===== config.mk =====
export PLATFORM = sky130hd
export DESIGN_NAME = writeback_rf_flat
export DESIGN_NICKNAME = d
export VERILOG_FILES = /design/src/rtl/writeback_rf_pkg.sv /design/src/rtl/writeback_rf_if.sv /design/src/rtl/writeback_rf_nzp.sv /design/src/rtl/writeback_rf.sv /design/src/flat_wrapper.sv
export SDC_FILE = /design/constraint.sdc
export NUM_CORES = 1
export LEC_CHECK = 0
export CAP_MARGIN = 5
export CORE_MARGIN = 2
export CORE_UTILIZATION = 25
export DETAILED_ROUTE_END_ITERATION = 8
export SLEW_MARGIN = 20
export SYNTH_ARGS = -nofsm -noshare
export SYNTH_HDL_FRONTEND = slang
export SYNTH_HIERARCHICAL = 1
export SYNTH_SLANG_ARGS = --single-unit

===== constraint.sdc =====
create_clock -name clock -period 6.85 [get_ports clock]
set_input_delay 1.0275 -clock clock [delete_from_list [all_inputs] [get_ports clock]]
set_output_delay 1.0275 -clock clock [all_outputs]
set_load 0.02 [all_outputs]

===== src/rtl/writeback_rf_pkg.sv =====
// writeback_rf_pkg
//   Shared definitions for the writeback register file slice:
//   - wb_sel_e   : W_Control write-data select encodings
//   - PSR_*      : condition-code values {N,Z,P}
//   - WB_COUNT_W : width of the committed-write counter
package writeback_rf_pkg;

    typedef enum logic [1:0] {
        WB_SEL_ALU     = 2'd0,
        WB_SEL_PC      = 2'd1,
        WB_SEL_MEM     = 2'd2,
        WB_SEL_ILLEGAL = 2'd3
    } wb_sel_e;

    localparam logic [2:0] PSR_N     = 3'b100;
    localparam logic [2:0] PSR_Z     = 3'b010;
    localparam logic [2:0] PSR_P     = 3'b001;
    localparam logic [2:0] PSR_RESET = 3'b000;

    localparam int unsigned WB_COUNT_W = 16;

endpackage


===== src/rtl/writeback_rf_if.sv =====
// writeback_rf_if
//   Bus bundle between a writeback stage (master) and the register file (slave).
//   Master drives: enable_writeback, W_Control, aluout, pcout, memout, dr, sr
//   Slave drives : VSR (packed registered read data), psr, wb_err, wb_count
//   Parameters DATA_W / NUM_REGS / NUM_RD must match the attached writeback_rf.
interface writeback_rf_if
    import writeback_rf_pkg::*;
#(
    parameter int unsigned DATA_W   = 16,
    parameter int unsigned NUM_REGS = 8,
    parameter int unsigned NUM_RD   = 2
);
    localparam int unsigned ADDR_W = $clog2(NUM_REGS);

    logic                       enable_writeback;
    logic [1:0]                 W_Control;
    logic [DATA_W-1:0]          aluout;
    logic [DATA_W-1:0]          pcout;
    logic [DATA_W-1:0]          memout;
    logic [ADDR_W-1:0]          dr;
    logic [NUM_RD*ADDR_W-1:0]   sr;
    logic [NUM_RD*DATA_W-1:0]   VSR;
    logic [2:0]                 psr;
    logic                       wb_err;
    logic [WB_COUNT_W-1:0]      wb_count;

    modport master (
        output enable_writeback, W_Control, aluout, pcout, memout, dr, sr,
        input  VSR, psr, wb_err, wb_count
    );

    modport slave (
        input  enable_writeback, W_Control, aluout, pcout, memout, dr, sr,
        output VSR, psr, wb_err, wb_count
    );

endinterface


===== src/rtl/writeback_rf_nzp.sv =====
// writeback_rf_nzp
//   Combinational condition-code derivation from a data word.
//   data : DATA_W input word
//   psr  : {N,Z,P} one-hot; N when MSB set, Z when all zero, P otherwise
module writeback_rf_nzp
    import writeback_rf_pkg::*;
#(
    parameter int unsigned DATA_W = 16
) (
    input  logic [DATA_W-1:0] data,
    output logic [2:0]        psr
);

    always_comb begin
        if (data[DATA_W-1]) begin
            psr = PSR_N;
        end else if (data == '0) begin
            psr = PSR_Z;
        end else begin
            psr = PSR_P;
        end
    end

endmodule


===== src/rtl/writeback_rf.sv =====
// writeback_rf
//   Writeback-stage register file with NUM_RD registered read ports.
//   clock : rising-edge clock
//   reset : synchronous active-high reset (clears rf, VSR, psr, wb_err, wb_count)
//   bus   : writeback_rf_if.slave
//             enable_writeback/W_Control select and qualify the write of
//             aluout/pcout/memout into rf[dr]; sr/VSR are packed read ports
//             with one clock of latency; psr holds {N,Z,P} of the last
//             committed write; wb_err pulses one cycle after an illegal
//             select; wb_count saturates at all-ones.
//   Build option: define WRITEBACK_RF_BYPASS_EN to forward same-edge write
//   data to a read port addressing the written register; otherwise that
//   port captures the pre-write contents.
module writeback_rf
    import writeback_rf_pkg::*;
#(
    parameter int unsigned DATA_W   = 16,
    parameter int unsigned NUM_REGS = 8,
    parameter int unsigned NUM_RD   = 2
) (
    input  logic          clock,
    input  logic          reset,
    writeback_rf_if.slave bus
);

    localparam int unsigned ADDR_W = $clog2(NUM_REGS);

    logic [DATA_W-1:0]        rf [NUM_REGS];
    logic [NUM_RD*DATA_W-1:0] vsr_q;
    logic [2:0]               psr_q;
    logic                     wb_err_q;
    logic [WB_COUNT_W-1:0]    wb_count_q;

    wb_sel_e           sel;
    logic [DATA_W-1:0] wr_data;
    logic              wr_commit;
    logic              wr_illegal;
    logic [2:0]        wr_psr;

    assign sel = wb_sel_e'(bus.W_Control);

    always_comb begin
        wr_data = '0;
        case (sel)
            WB_SEL_ALU: wr_data = bus.aluout;
            WB_SEL_PC:  wr_data = bus.pcout;
            WB_SEL_MEM: wr_data = bus.memout;
            default:    wr_data = '0;
        endcase
    end

    assign wr_commit  = bus.enable_writeback && (sel != WB_SEL_ILLEGAL);
    assign wr_illegal = bus.enable_writeback && (sel == WB_SEL_ILLEGAL);

    writeback_rf_nzp #(
        .DATA_W (DATA_W)
    ) u_nzp (
        .data (wr_data),
        .psr  (wr_psr)
    );

    always_ff @(posedge clock) begin
        if (reset) begin
            for (int unsigned r = 0; r < NUM_REGS; r++) begin
                rf[r] <= '0;
            end
            vsr_q      <= '0;
            psr_q      <= PSR_RESET;
            wb_err_q   <= 1'b0;
            wb_count_q <= '0;
        end else begin
            if (wr_commit) begin
                rf[bus.dr] <= wr_data;
                psr_q      <= wr_psr;
                if (wb_count_q != '1) begin
                    wb_count_q <= wb_count_q + WB_COUNT_W'(1);
                end
            end
            wb_err_q <= wr_illegal;
            for (int unsigned i = 0; i < NUM_RD; i++) begin
`ifdef WRITEBACK_RF_BYPASS_EN
                if (wr_commit && (bus.dr == bus.sr[i*ADDR_W +: ADDR_W])) begin
                    vsr_q[i*DATA_W +: DATA_W] <= wr_data;
                end else begin
                    vsr_q[i*DATA_W +: DATA_W] <= rf[bus.sr[i*ADDR_W +: ADDR_W]];
                end
`else
                vsr_q[i*DATA_W +: DATA_W] <= rf[bus.sr[i*ADDR_W +: ADDR_W]];
`endif
            end
        end
    end

    assign bus.VSR      = vsr_q;
    assign bus.psr      = psr_q;
    assign bus.wb_err   = wb_err_q;
    assign bus.wb_count = wb_count_q;

endmodule


===== src/flat_wrapper.sv =====
// flat-port wrapper written by rule: the top's interface ports become plain ports
module writeback_rf_flat import writeback_rf_pkg::*;
#(
    parameter int unsigned DATA_W   = 16,
    parameter int unsigned NUM_REGS = 8,
    parameter int unsigned NUM_RD   = 2
)
  (clock, reset, bus_enable_writeback, bus_W_Control, bus_aluout, bus_pcout, bus_memout, bus_dr, bus_sr, bus_VSR, bus_psr, bus_wb_err, bus_wb_count);
  writeback_rf_if #(.DATA_W(DATA_W), .NUM_REGS(NUM_REGS), .NUM_RD(NUM_RD)) bus_i ();
  input  logic clock;
  input  logic reset;
  input wire logic [$bits(bus_i.enable_writeback)-1:0] bus_enable_writeback;
  input wire logic [$bits(bus_i.W_Control)-1:0] bus_W_Control;
  input wire logic [$bits(bus_i.aluout)-1:0] bus_aluout;
  input wire logic [$bits(bus_i.pcout)-1:0] bus_pcout;
  input wire logic [$bits(bus_i.memout)-1:0] bus_memout;
  input wire logic [$bits(bus_i.dr)-1:0] bus_dr;
  input wire logic [$bits(bus_i.sr)-1:0] bus_sr;
  output wire logic [$bits(bus_i.VSR)-1:0] bus_VSR;
  output wire logic [$bits(bus_i.psr)-1:0] bus_psr;
  output wire logic [$bits(bus_i.wb_err)-1:0] bus_wb_err;
  output wire logic [$bits(bus_i.wb_count)-1:0] bus_wb_count;
  assign bus_i.enable_writeback = bus_enable_writeback;
  assign bus_i.W_Control = bus_W_Control;
  assign bus_i.aluout = bus_aluout;
  assign bus_i.pcout = bus_pcout;
  assign bus_i.memout = bus_memout;
  assign bus_i.dr = bus_dr;
  assign bus_i.sr = bus_sr;
  assign bus_VSR = bus_i.VSR;
  assign bus_psr = bus_i.psr;
  assign bus_wb_err = bus_i.wb_err;
  assign bus_wb_count = bus_i.wb_count;
  writeback_rf #(.DATA_W(DATA_W), .NUM_REGS(NUM_REGS), .NUM_RD(NUM_RD)) u_core (.clock(clock), .reset(reset), .bus(bus_i));
endmodule

**After elaboration in Yosys (flattened, before gate mapping)**

Memory sizes are Yosys's and may differ from the RTL's. A register that Yosys moved wholly into a read port is not among the register bits.
Cells that the tools add are included.

- Input port bits: 62
- Memories: 1
- Bits in registers: 20
- Memory bits (writable): 128
- Logic and storage cells: 27

- Add/subtract/negate cells: 1
- Reduce and logical (&&, ||, !) cells: 6
- Multiplexer cells: 11
- Eq/ne operators: 5

Memories:

| memory | depth | width | rd ports | clocked after Yosys merged registers in | wr ports | RTL line | source |
|---|---|---|---|---|---|---|---|
| u_core.rf | 8 | 16 | 2 | 2 | 8 | writeback_rf.sv:28 | `logic [DATA_W-1:0] rf [NUM_REGS];` |

Operators with widths:

| cell | number |
|---|---|
| one-hot mux 16 bit (3 select lines) | 1 |
| adder 16 x 1 -> 16 bit (second input constant) | 1 |
| logical NOT 16 bit | 1 |
| two-way mux 16 bit | 1 |
| != test 16 bit (second input constant) | 1 |
| OR reduction 16 bit | 1 |
| two-way mux 1 bit | 6 |
| two-way mux 3 bit | 2 |
| == test 2 bit (second input constant) | 2 |
| == test 2 x 1 -> 1 bit (second input constant) | 1 |
| logical AND 1 bit | 2 |
| logical NOT 2 bit | 1 |
| two-way mux 2 bit | 1 |
| != test 2 bit (second input constant) | 1 |
| AND reduction 2 bit | 1 |

**Longest topological paths before layout**

- Word-level depth: 7
- Mapped depth: 10

**By module**

The synthesis kept the hierarchy.

By module, submodules not included:

| module | seq. area each (um2) | times used | area an instance (um2) | cells each |
|---|---|---|---|---|
| writeback_rf | 4884.7 | 1 | 8396.8 | 650 |
| writeback_rf_nzp | 0.0 | 1 | 50.0 | 7 |

**Worst setup path before layout**

OpenSTA, ideal clock, no wires.

- Path type: in2reg
- From: input port bus_W_Control[0]
- To: memory u_core.rf[7][0] (enable)
- Path buffers: 3
- Setup time: 0.372 ns
- Setup slack: 3.768 ns
- Arrival: 2.711 ns
- Cell stages on the path: 7
- Cell sequence: buf_2 -> a21boi_1 -> and3_1 -> clkbuf_1 -> nand3_1 -> clkbuf_1 -> nand2_1

RTL lines:

| what | RTL line | source |
|---|---|---|
| start: declaration | flat_wrapper.sv:13 | `input wire logic [$bits(bus_i.W_Control)-1:0] bus_W_Control;` |
| end: declaration | writeback_rf.sv:28 |  |

==> metrics.cfg <==
[worst_setup_path]
cp_top_family = simple AND/OR/NAND/NOR gates
path_class = in2reg
worst-path-buf-inv = 1
crit_path_end_kind = flop
startpoint_type = input pin
slowest_delay_ps = 780
critPathArrivalTime_ps = 4120
crit_path_max_fanout = 20
cp_slowest_cell = nand2_1
crit_required_ps = 6910
crit_top_cell = nand2_1
crit_chain = clkdlybuf4s50_1 -> a21bo_4 -> nor3_1 -> nand2_1 -> nand2_1

[power]
power.leakage_nw = 3.696
sw_frac_of_total_pct = 24.43
ir_drop_v = 0.0001874
p_per_area_nw_per_um2 = 243.6
p_seq_share_pct = 49.1
comb_power_share_pct = 13.1
power.internal_w = 0.001948
p_clk_share_pct = 37.8
p_sw_w = 0.0006297

[placed_design]
place_congestion = 0.8268
dp_hpwl_um = 16370
numPortBuffers = 113
placed_cells = 1181
pre_cts_ws_ps = 2348

[clocking]
numCtsBuffers = 17
htree_num_levels = 4
cts_setup_buffers = 0
cts-root-buf = clkbuf_16
clk-insertion-delay-late_ps = 430
path_clk_slew_ps = 70
cts_tree = built
cts_hold_buf = 0
cts.sinks = 180
cts_resized = 0
cts_buffer_depth = 2

[logic_synthesis]
ys_seq_area_share_pct = 57.83
synth_edf_count = 128
synth.most_common_cell = nor2_1
syn_nets = 720
synth_top_area_share_pct = 45.50
yosys.cell_types.count = 40
synth_seq_cells = 180
yosys_most_used_dff = edfxtp_1
ys_top_cells_by_area = edfxtp_1, mux4_2, dfxtp_1, nor2_1, mux2i_1
synthCells = 657
yosys_warnings = 6
synth.avg_cell_area_um2 = 12.86
synth.largest_area_cell = edfxtp_1
yosys-top-cells-count = nor2_1, edfxtp_1, mux4_2, dfxtp_1, mux2i_1
async_flop_share_pct = 0
syn_area_um2 = 8447

[drt]
via_count = 5746
wire_per_inst_um = 18.32
postRouteAntennaNets = 0
drtIter0Drc = 449
routed_wl_um = 22230
routed_via_density = 4.737
dr.pass1.iters = 5
route.detailed.drc = 0

[global_route]
grt_pass1_vias = 5670
track_usage_pct = 12.80
grt_pass1_wl_um = 33940
grt_overflow = 0
grt_antenna_before_repair = 0
grt_max_degree = 52

[floorplanning]
num_rows = 67
die_h_um = 187.8
die_w_um = 187.8
pin_count = 114
start_util_pct = 25.32
die_area_um2 = 35270
core-area_um2 = 33360

[timing]
min_period_ps = 4061
setup_viol = 0
period_share_pct = 59.29
maxSlewViolCount = 0
holdWs_ps = 501.0
relSlewSlack_pct = 27.33
finalHoldViolCount = 0
fmax_mhz = 246.2
clock_skew_ps = 7.612
tightest_slew_ps = 1090
final.setup.tns_ps = 0
rsz0062_at_grt = false
fin_ws_ps = 2789

[final_layout]
areaGrowthSynthToFinish_pct = 25.28
final_nets = 815
fin_cells = 1213
drive_above_1_share_pct = 14.25
diodes = 0

[outcome]
status = finished, final reports clean

[hold_path]
hp-class = reg2reg

[flow_run]
max-cap-violations = 0

## cell families after synthesis
kind of cell / Yosys count / share of synthesized area (%)
flops: 180 / 57.83
buf+inv: 62 / 2.933
xor+xnor: 1 / 0.1037
simple gates: 251 / 12.50
mux: 113 / 22.89
fa+ha+maj: 1 / 0.1481
compound gates: 49 / 3.600
## cell usage in the layout, fill, tap and decap left out, types with 4 or more instances in the layout
master           instances
a21oi_1                 28
buf_4                    7
clkbuf_16               19
clkdlybuf4s50_1        109
dfxtp_1                 52
edfxtp_1               128
inv_1                   19
mux2i_1                 48
mux4_2                  64
nand2_1                 25
nand3_1                  7
nand4_1                  4
nor2_1                 182
nor4_1                   8
o21ai_0                  4
o31ai_1                  4
or3_1                    4
or4_1                    6
## path summary, 6_finish.rpt
path         cells past startpoint                     end  slack, ps                    from
max reg2reg                      4  u_core/bus.wb_count[9]       4830  u_core/bus.wb_count[5]
max                              5         u_core/rf[4][2]       2790        bus_W_Control[1]
min reg2reg                      2       u_core/bus.psr[0]        500       u_core/bus.psr[0]
min                              2       u_core/bus.psr[0]        500       u_core/bus.psr[0]
## power groups by stage
stage               combinational (W)  clock (W)  sequential [W]
finish                       0.000336   0.000974         0.00127
global route                 0.000361    0.00103         0.00127
CTS                          0.000340   0.000991         0.00127
detailed placement           0.000339          0         0.00129
global placement             0.000336          0         0.00129
floorplan                    0.000177          0         0.00130
## stage by stage
step                      power (W)  util [%]  instance area [µm²]
after floorplan            0.001476         -                 8447
after global placement     0.001625     29.95                 9992
after detailed placement   0.001631     29.96                 9995
after CTS                  0.002598     31.73                10590
after global routing       0.002669     31.72                10580
final                      0.002578     31.72                10580
## final cells by class
| class | instances | area (µm²) |
|---|---|---|
| clock buffer | 22 | 496.7 |
| clock inverter | 10 | 93.84 |
| fill | 3395 | 22780 |
| inverter | 19 | 71.32 |
| multi-input combinational | 415 | 3317 |
| sequential | 180 | 4885 |
| tap | 448 | 560.5 |
| timing repair buffer | 119 | 1159 |
## flip-flops by register name, indices dropped and copies added (netlist names)
signal               cells
u_core/bus.VSR          32
u_core/bus.psr           3
u_core/bus.wb_count     16
u_core/bus.wb_err        1
u_core/rf              128
## worst register-to-register path, stage by stage (launching register included)
cell and delay (ps):
dfxtp_1 450, nand3_1 160, or4_1 680, or4_1 520, a21oi_1 140
## per-layer routing
metal / wire length (µm) / share of wire, % / vias to the layer above / global-route usage, %
li1: - / - / 2621 / -
met1: 10290 / 46 / 2866 / 18.40
met2: 9709 / 44 / 246 / 18.90
met3: 2029 / 9.1 / 13 / 3.519
met4: 199 / 0.90 / 0 / 3.513
met5: 0 / 0 / - / 0
No activity file was read; power rests on OpenSTA's default activity.
